===== src/rtl/ec_pkg.sv =====
// Shared widths, FSM state encoding and job payload for the EC_TOP host sequencer.
package ec_pkg;

    localparam int unsigned EC_W  = 6;
    localparam int unsigned LAT_W = 10;

    typedef enum logic [1:0] {
        IDLE  = 2'd0,
        ISSUE = 2'd1,
        WAIT  = 2'd2,
        HOLD  = 2'd3
    } ec_state_e;

    typedef struct packed {
        logic [EC_W-1:0] px;
        logic [EC_W-1:0] py;
        logic [EC_W-1:0] qx;
        logic [EC_W-1:0] qy;
        logic [EC_W-1:0] prime;
        logic [EC_W-1:0] a;
    } ec_job_t;

endpackage


===== src/rtl/ec_host_timer.sv =====
// Wait counter with timeout compare and optional saturating issue-to-result latency counter.
// Latency counter is built only when EC_HOST_LATCNT_EN is defined; otherwise lat_c_o is 0.
module ec_host_timer
    import ec_pkg::*;
#(
    parameter int unsigned TIMEOUT_CYC = 1000
) (
    input  logic             clk,
    input  logic             rst_n,
    input  logic             clr_i,
    input  logic             inc_i,
    output logic             at_limit_c_o,
    output logic [LAT_W-1:0] lat_c_o
);

    localparam int unsigned CNT_W = (TIMEOUT_CYC > 1) ? $clog2(TIMEOUT_CYC) : 1;
    localparam logic [CNT_W-1:0] CNT_MAX = CNT_W'(TIMEOUT_CYC - 1);

    logic [CNT_W-1:0] cnt_q;

    assign at_limit_c_o = (cnt_q == CNT_MAX);

    // Stops at the limit so it can never wrap.
    always_ff @(posedge clk or negedge rst_n) begin
        if (!rst_n) begin
            cnt_q <= '0;
        end else if (clr_i) begin
            cnt_q <= '0;
        end else if (inc_i && !at_limit_c_o) begin
            cnt_q <= cnt_q + CNT_W'(1);
        end
    end

`ifdef EC_HOST_LATCNT_EN
    localparam logic [LAT_W-1:0] LAT_MAX = '1;

    logic [LAT_W-1:0] lat_q;

    // Starts at 1 so the value seen in a WAIT cycle is already counter+1.
    always_ff @(posedge clk or negedge rst_n) begin
        if (!rst_n) begin
            lat_q <= '0;
        end else if (clr_i) begin
            lat_q <= LAT_W'(1);
        end else if (inc_i && (lat_q != LAT_MAX)) begin
            lat_q <= lat_q + LAT_W'(1);
        end
    end

    assign lat_c_o = lat_q;
`else
    assign lat_c_o = '0;
`endif

endmodule


===== src/rtl/ec_host_if.sv =====
// Host sequencer for EC_TOP: one job in flight, timeout detection, sticky spurious-response flag.
// Optional latency reporting is enabled by defining EC_HOST_LATCNT_EN.
module ec_host_if
    import ec_pkg::*;
#(
    parameter int unsigned TIMEOUT_CYC = 1000
) (
    input  logic             clk,
    input  logic             rst_n,
    input  logic             job_valid,
    output logic             job_ready,
    input  logic [EC_W-1:0]  job_Px,
    input  logic [EC_W-1:0]  job_Py,
    input  logic [EC_W-1:0]  job_Qx,
    input  logic [EC_W-1:0]  job_Qy,
    input  logic [EC_W-1:0]  job_prime,
    input  logic [EC_W-1:0]  job_a,
    output logic             ec_in_valid,
    output logic [EC_W-1:0]  ec_in_Px,
    output logic [EC_W-1:0]  ec_in_Py,
    output logic [EC_W-1:0]  ec_in_Qx,
    output logic [EC_W-1:0]  ec_in_Qy,
    output logic [EC_W-1:0]  ec_in_prime,
    output logic [EC_W-1:0]  ec_in_a,
    input  logic             ec_out_valid,
    input  logic [EC_W-1:0]  ec_out_Rx,
    input  logic [EC_W-1:0]  ec_out_Ry,
    output logic             res_valid,
    input  logic             res_ready,
    output logic [EC_W-1:0]  res_Rx,
    output logic [EC_W-1:0]  res_Ry,
    output logic             res_timeout,
    output logic [LAT_W-1:0] res_lat,
    output logic             spurious_err
);

    ec_state_e        state_q;
    ec_job_t          ec_in_q;
    logic             job_ready_q;
    logic             ec_in_valid_q;
    logic             res_valid_q;
    logic [EC_W-1:0]  res_rx_q;
    logic [EC_W-1:0]  res_ry_q;
    logic             res_timeout_q;
    logic [LAT_W-1:0] res_lat_q;
    logic             spurious_q;
    logic             at_limit_c;
    logic [LAT_W-1:0] lat_c;
    ec_job_t          job_in;

    assign job_in = '{px: job_Px, py: job_Py, qx: job_Qx, qy: job_Qy,
                      prime: job_prime, a: job_a};

    ec_host_timer #(
        .TIMEOUT_CYC (TIMEOUT_CYC)
    ) u_timer (
        .clk          (clk),
        .rst_n        (rst_n),
        .clr_i        (state_q == ISSUE),
        .inc_i        (state_q == WAIT),
        .at_limit_c_o (at_limit_c),
        .lat_c_o      (lat_c)
    );

    always_ff @(posedge clk or negedge rst_n) begin
        if (!rst_n) begin
            state_q       <= IDLE;
            ec_in_q       <= '0;
            job_ready_q   <= 1'b0;
            ec_in_valid_q <= 1'b0;
            res_valid_q   <= 1'b0;
            res_rx_q      <= '0;
            res_ry_q      <= '0;
            res_timeout_q <= 1'b0;
            res_lat_q     <= '0;
            spurious_q    <= 1'b0;
        end else begin
            if (ec_out_valid && (state_q != WAIT)) begin
                spurious_q <= 1'b1;
            end
            unique case (state_q)
                IDLE: begin
                    // job_ready_q is low for the first cycle after reset release.
                    job_ready_q <= 1'b1;
                    if (job_valid && job_ready_q) begin
                        ec_in_q       <= job_in;
                        ec_in_valid_q <= 1'b1;
                        job_ready_q   <= 1'b0;
                        state_q       <= ISSUE;
                    end
                end
                ISSUE: begin
                    ec_in_q       <= '0;
                    ec_in_valid_q <= 1'b0;
                    state_q       <= WAIT;
                end
                WAIT: begin
                    // A response on the final WAIT cycle takes priority over the timeout.
                    if (ec_out_valid) begin
                        res_rx_q      <= ec_out_Rx;
                        res_ry_q      <= ec_out_Ry;
                        res_timeout_q <= 1'b0;
                        res_lat_q     <= lat_c;
                        res_valid_q   <= 1'b1;
                        state_q       <= HOLD;
                    end else if (at_limit_c) begin
                        res_rx_q      <= '0;
                        res_ry_q      <= '0;
                        res_timeout_q <= 1'b1;
                        res_lat_q     <= lat_c;
                        res_valid_q   <= 1'b1;
                        state_q       <= HOLD;
                    end
                end
                HOLD: begin
                    if (res_ready) begin
                        res_valid_q <= 1'b0;
                        job_ready_q <= 1'b1;
                        state_q     <= IDLE;
                    end
                end
                default: state_q <= IDLE;
            endcase
        end
    end

    assign job_ready    = job_ready_q;
    assign ec_in_valid  = ec_in_valid_q;
    assign ec_in_Px     = ec_in_q.px;
    assign ec_in_Py     = ec_in_q.py;
    assign ec_in_Qx     = ec_in_q.qx;
    assign ec_in_Qy     = ec_in_q.qy;
    assign ec_in_prime  = ec_in_q.prime;
    assign ec_in_a      = ec_in_q.a;
    assign res_valid    = res_valid_q;
    assign res_Rx       = res_rx_q;
    assign res_Ry       = res_ry_q;
    assign res_timeout  = res_timeout_q;
    assign res_lat      = res_lat_q;
    assign spurious_err = spurious_q;

endmodule


===== config.mk =====
export PLATFORM = sky130hd
export DESIGN_NAME = ec_host_if
export DESIGN_NICKNAME = d
export VERILOG_FILES = /design/src/rtl/ec_pkg.sv /design/src/rtl/ec_host_timer.sv /design/src/rtl/ec_host_if.sv
export SDC_FILE = /design/constraint.sdc
export NUM_CORES = 1
export LEC_CHECK = 0
export ABC_AREA = 1
export CORE_AREA = 2 2 86 88
export DETAILED_ROUTE_END_ITERATION = 10
export DIE_AREA = 0 0 88 90
export PLACE_DENSITY = 0.81
export SLEW_MARGIN = 25
export SYNTH_ARGS = -nofsm -noshare
export SYNTH_HDL_FRONTEND = slang
export SYNTH_SLANG_ARGS = --single-unit

===== constraint.sdc =====
create_clock -name clk -period 1.7 [get_ports clk]
set_clock_uncertainty 0.1 [all_clocks]
set_input_delay 0.34 -clock clk [delete_from_list [all_inputs] [get_ports clk]]
set_output_delay 0.34 -clock clk [all_outputs]
set_load 0.005 [all_outputs]

==> metrics.txt <==
Synth top area share between 50% and 60%; die width a little under 90 µm; met2 usage ~33%; Synth warnings 0; Avg WL per Cell approximately 13 µm; final wirelength approximately 7800 µm; Max Transition Viols Final 0; DRC viols 0; GPL Wtd Cong between 0.8 and 0.9; most frequent cell after synthesis nand2_1; Adder-Cell Fraction of Synth Area under 10%; CP peak stage delay around 520 ps; sequential share of the synthesized area between 50% and 60%; Setup violations, final 0; Crit. End Element primary output; Routed Antenna Nets 0; DP Wirelength about 5300 µm; Top reg by flops u_timer.cnt_q; min cycle time layout ~1700 ps; Buffers on Ports between 100 and 150; worst vdd ir around 0.87 mV; Synth area leader dfrtp_1; clock-pin slew on the worst setup and hold paths approximately 70 ps; final worst slack 13.2 ps; Root Driver clkbuf_8; compound-gate portion of the synthesized area 8.72%; Top Family by Delay on Critical Path buffers and inverters; Buf/Inv on CP 1; Final nets 537; Avg Inst Size Synth 8.40 µm²; clock buffer depth 2; vias in the first global route between 2000 and 3000; largest family of logic cells by synthesized area simple AND/OR/NAND/NOR gates; CTS tree built; Clock Sinks between 60 and 70; Post-synth EDFFs 0; worst-path maximum fanout 2; Clock Latency Late Sink around 330 ps; antenna violations before repair 0; Tot GR Track Use between 10% and 20%; layout cell share with drive strength beyond 1 9.52%; initial detailed-routing violation count 131; status complete, no violations; ys async rst share 100%; xor and xnor fraction of the mapped netlist area 0.581%; boundary pin count approximately 120; grt met3 use under 10%; worst-path cell chain clkdlybuf4s50_1; slowest cell on the critical path clkdlybuf4s50_1; Initial DRT Pass Iterations 7; die footprint 7920 µm²; Synth Area in Simple Gates 22.2%; vias per inst 4.73; PwrDens around 1700 nW/µm²; Mapped Cells ~360; Data arrival, critical path 1250 ps; GR peak layer met2; Setup CP Type register to primary output; post-synthesis cell type count 27; Die Y approximately 90 µm; area grow syn2layout 50.6%; Peak Freq roughly 0.59 GHz; Initial Utilization 42.9%; largest net degree at the start of global routing 59; total CTS buffers 9; WP data required roughly 1300 ps; FF+latch count, synth 65; Post-synth top flop dfrtp_1; P_leak approximately 0.0023 µW; Hold WC Path Type register to register; type of origin of the critical path register; Final period util approximately 99%; grt ovf 0; Commonest cells post-synth nand2_1, dfrtp_1, inv_1; synthesized cell area about 3000 µm²; final hold slack between 300 and 400 ps; row count 31; CORE AREA between 7000 and 8000 µm²; CTS HTree Levels 3; Final Hold Fails 0; dpl ws -51.3 ps; post-synthesis mux area share 0%; Vias approximately 2800; max reg flops 10; dominant cells by area after synthesis dfrtp_1, nand2_1, nand3_1; Antenna Cells 0; met1 Usage GRT between 20 and 25%; fill cell count approximately 580; maxcap violations 0; first-pass GRT wire length around 12000 µm
-- where the power goes --
group	switching (µW)	leakage [µW]	internal, µW
clock network	606	0.0000919	613
logic	1890	0.00135	2040
registers	377	0.000822	2200
-- stage by stage --
step / area, µm² / std cells / utilization [%] / setup TNS [ps] / power, µW
2_1_floorplan: 3050 / 368 / - / 0 / 4240
3_3_place_gp: 4210 / 561 / 60.0 / 0 / 5930
3_5_place_dp: 4210 / 561 / 60.0 / -467 / 6110
4_1_cts: 4410 / 578 / 62.8 / 0 / 7360
5_1_grt: 4540 / 582 / 64.7 / -58.0 / 8320
6_report: 4540 / 582 / 64.7 / 0 / 7720
-- what timing repair did --
item | 4_1_cts | 5_1_grt
gates resized for setup | 0 | 20
setup endpoints to repair | 0 | 67
hold buffers | 1 | 0
setup buffers | 0 | 1
endpoints found under the hold margin | 65 | 0
-- layout make-up --
type                            count  area (µm²)  area share (%)
Tap cell                           99         124            2.73
Multi-Input combinational cell    222        1090            23.9
Clock buffer                       11         151            3.33
Timing Repair Buffer              123        1300            28.6
Inverter                           57         218            4.79
Sequential cell                    65        1630            35.8
Clock inverter                      5        37.5           0.827
-- routing by layer --
layer | share of wire, % | vias up | wire length [µm]
met1 | 42 | 1312 | 3280
met4 | 1.0 | 0 | 78
li1 | - | 1350 | -
met5 | 0 | - | 0
met3 | 5.6 | 8 | 442
met2 | 51 | 82 | 4030
-- layout by cell type, fill, tap and decap left out, types with 7 or more instances in the layout --
master / count
inv_1: 55
nor2_1: 13
dlymetal6s2s_1: 12
nand2_1: 81
conb_1: 10
buf_4: 10
nand3_1: 49
dfrtp_1: 65
clkdlybuf4s50_1: 92
clkbuf_8: 11
nand4_1: 7
o21ai_0: 42
-- logic make-up after synthesis --
family          Yosys count
compound gates           49
fa+ha+maj                 6
xor+xnor                  2
buf+inv                  81
other cells               1
simple gates            155
flops                    65
-- final timing paths --
| path | startpoint | end | slack (ps) | cells past startpoint |
|---|---|---|---|---|
| worst max-delay path | ec_in_Py[2]$_DFFE_PN0P_ | ec_in_Py[2] | 10 | 1 |
| worst min-delay path | res_Ry[3]$_DFFE_PN0P_ | res_Ry[3]$_DFFE_PN0P_ | 370 | 2 |
| worst max register to register | state_q[0]$_DFFE_PN0P_ | ec_in_Py[2]$_DFFE_PN0P_ | 80 | 7 |
| worst min register to register | res_Ry[3]$_DFFE_PN0P_ | res_Ry[3]$_DFFE_PN0P_ | 370 | 2 |
| max in group asynchronous | rst_n | ec_in_Py[2]$_DFFE_PN0P_ | 780 | 3 |
| min in group asynchronous | rst_n | state_q[1]$_DFFE_PN0P_ | 450 | 3 |
Power figures use the tool's default switching activity.
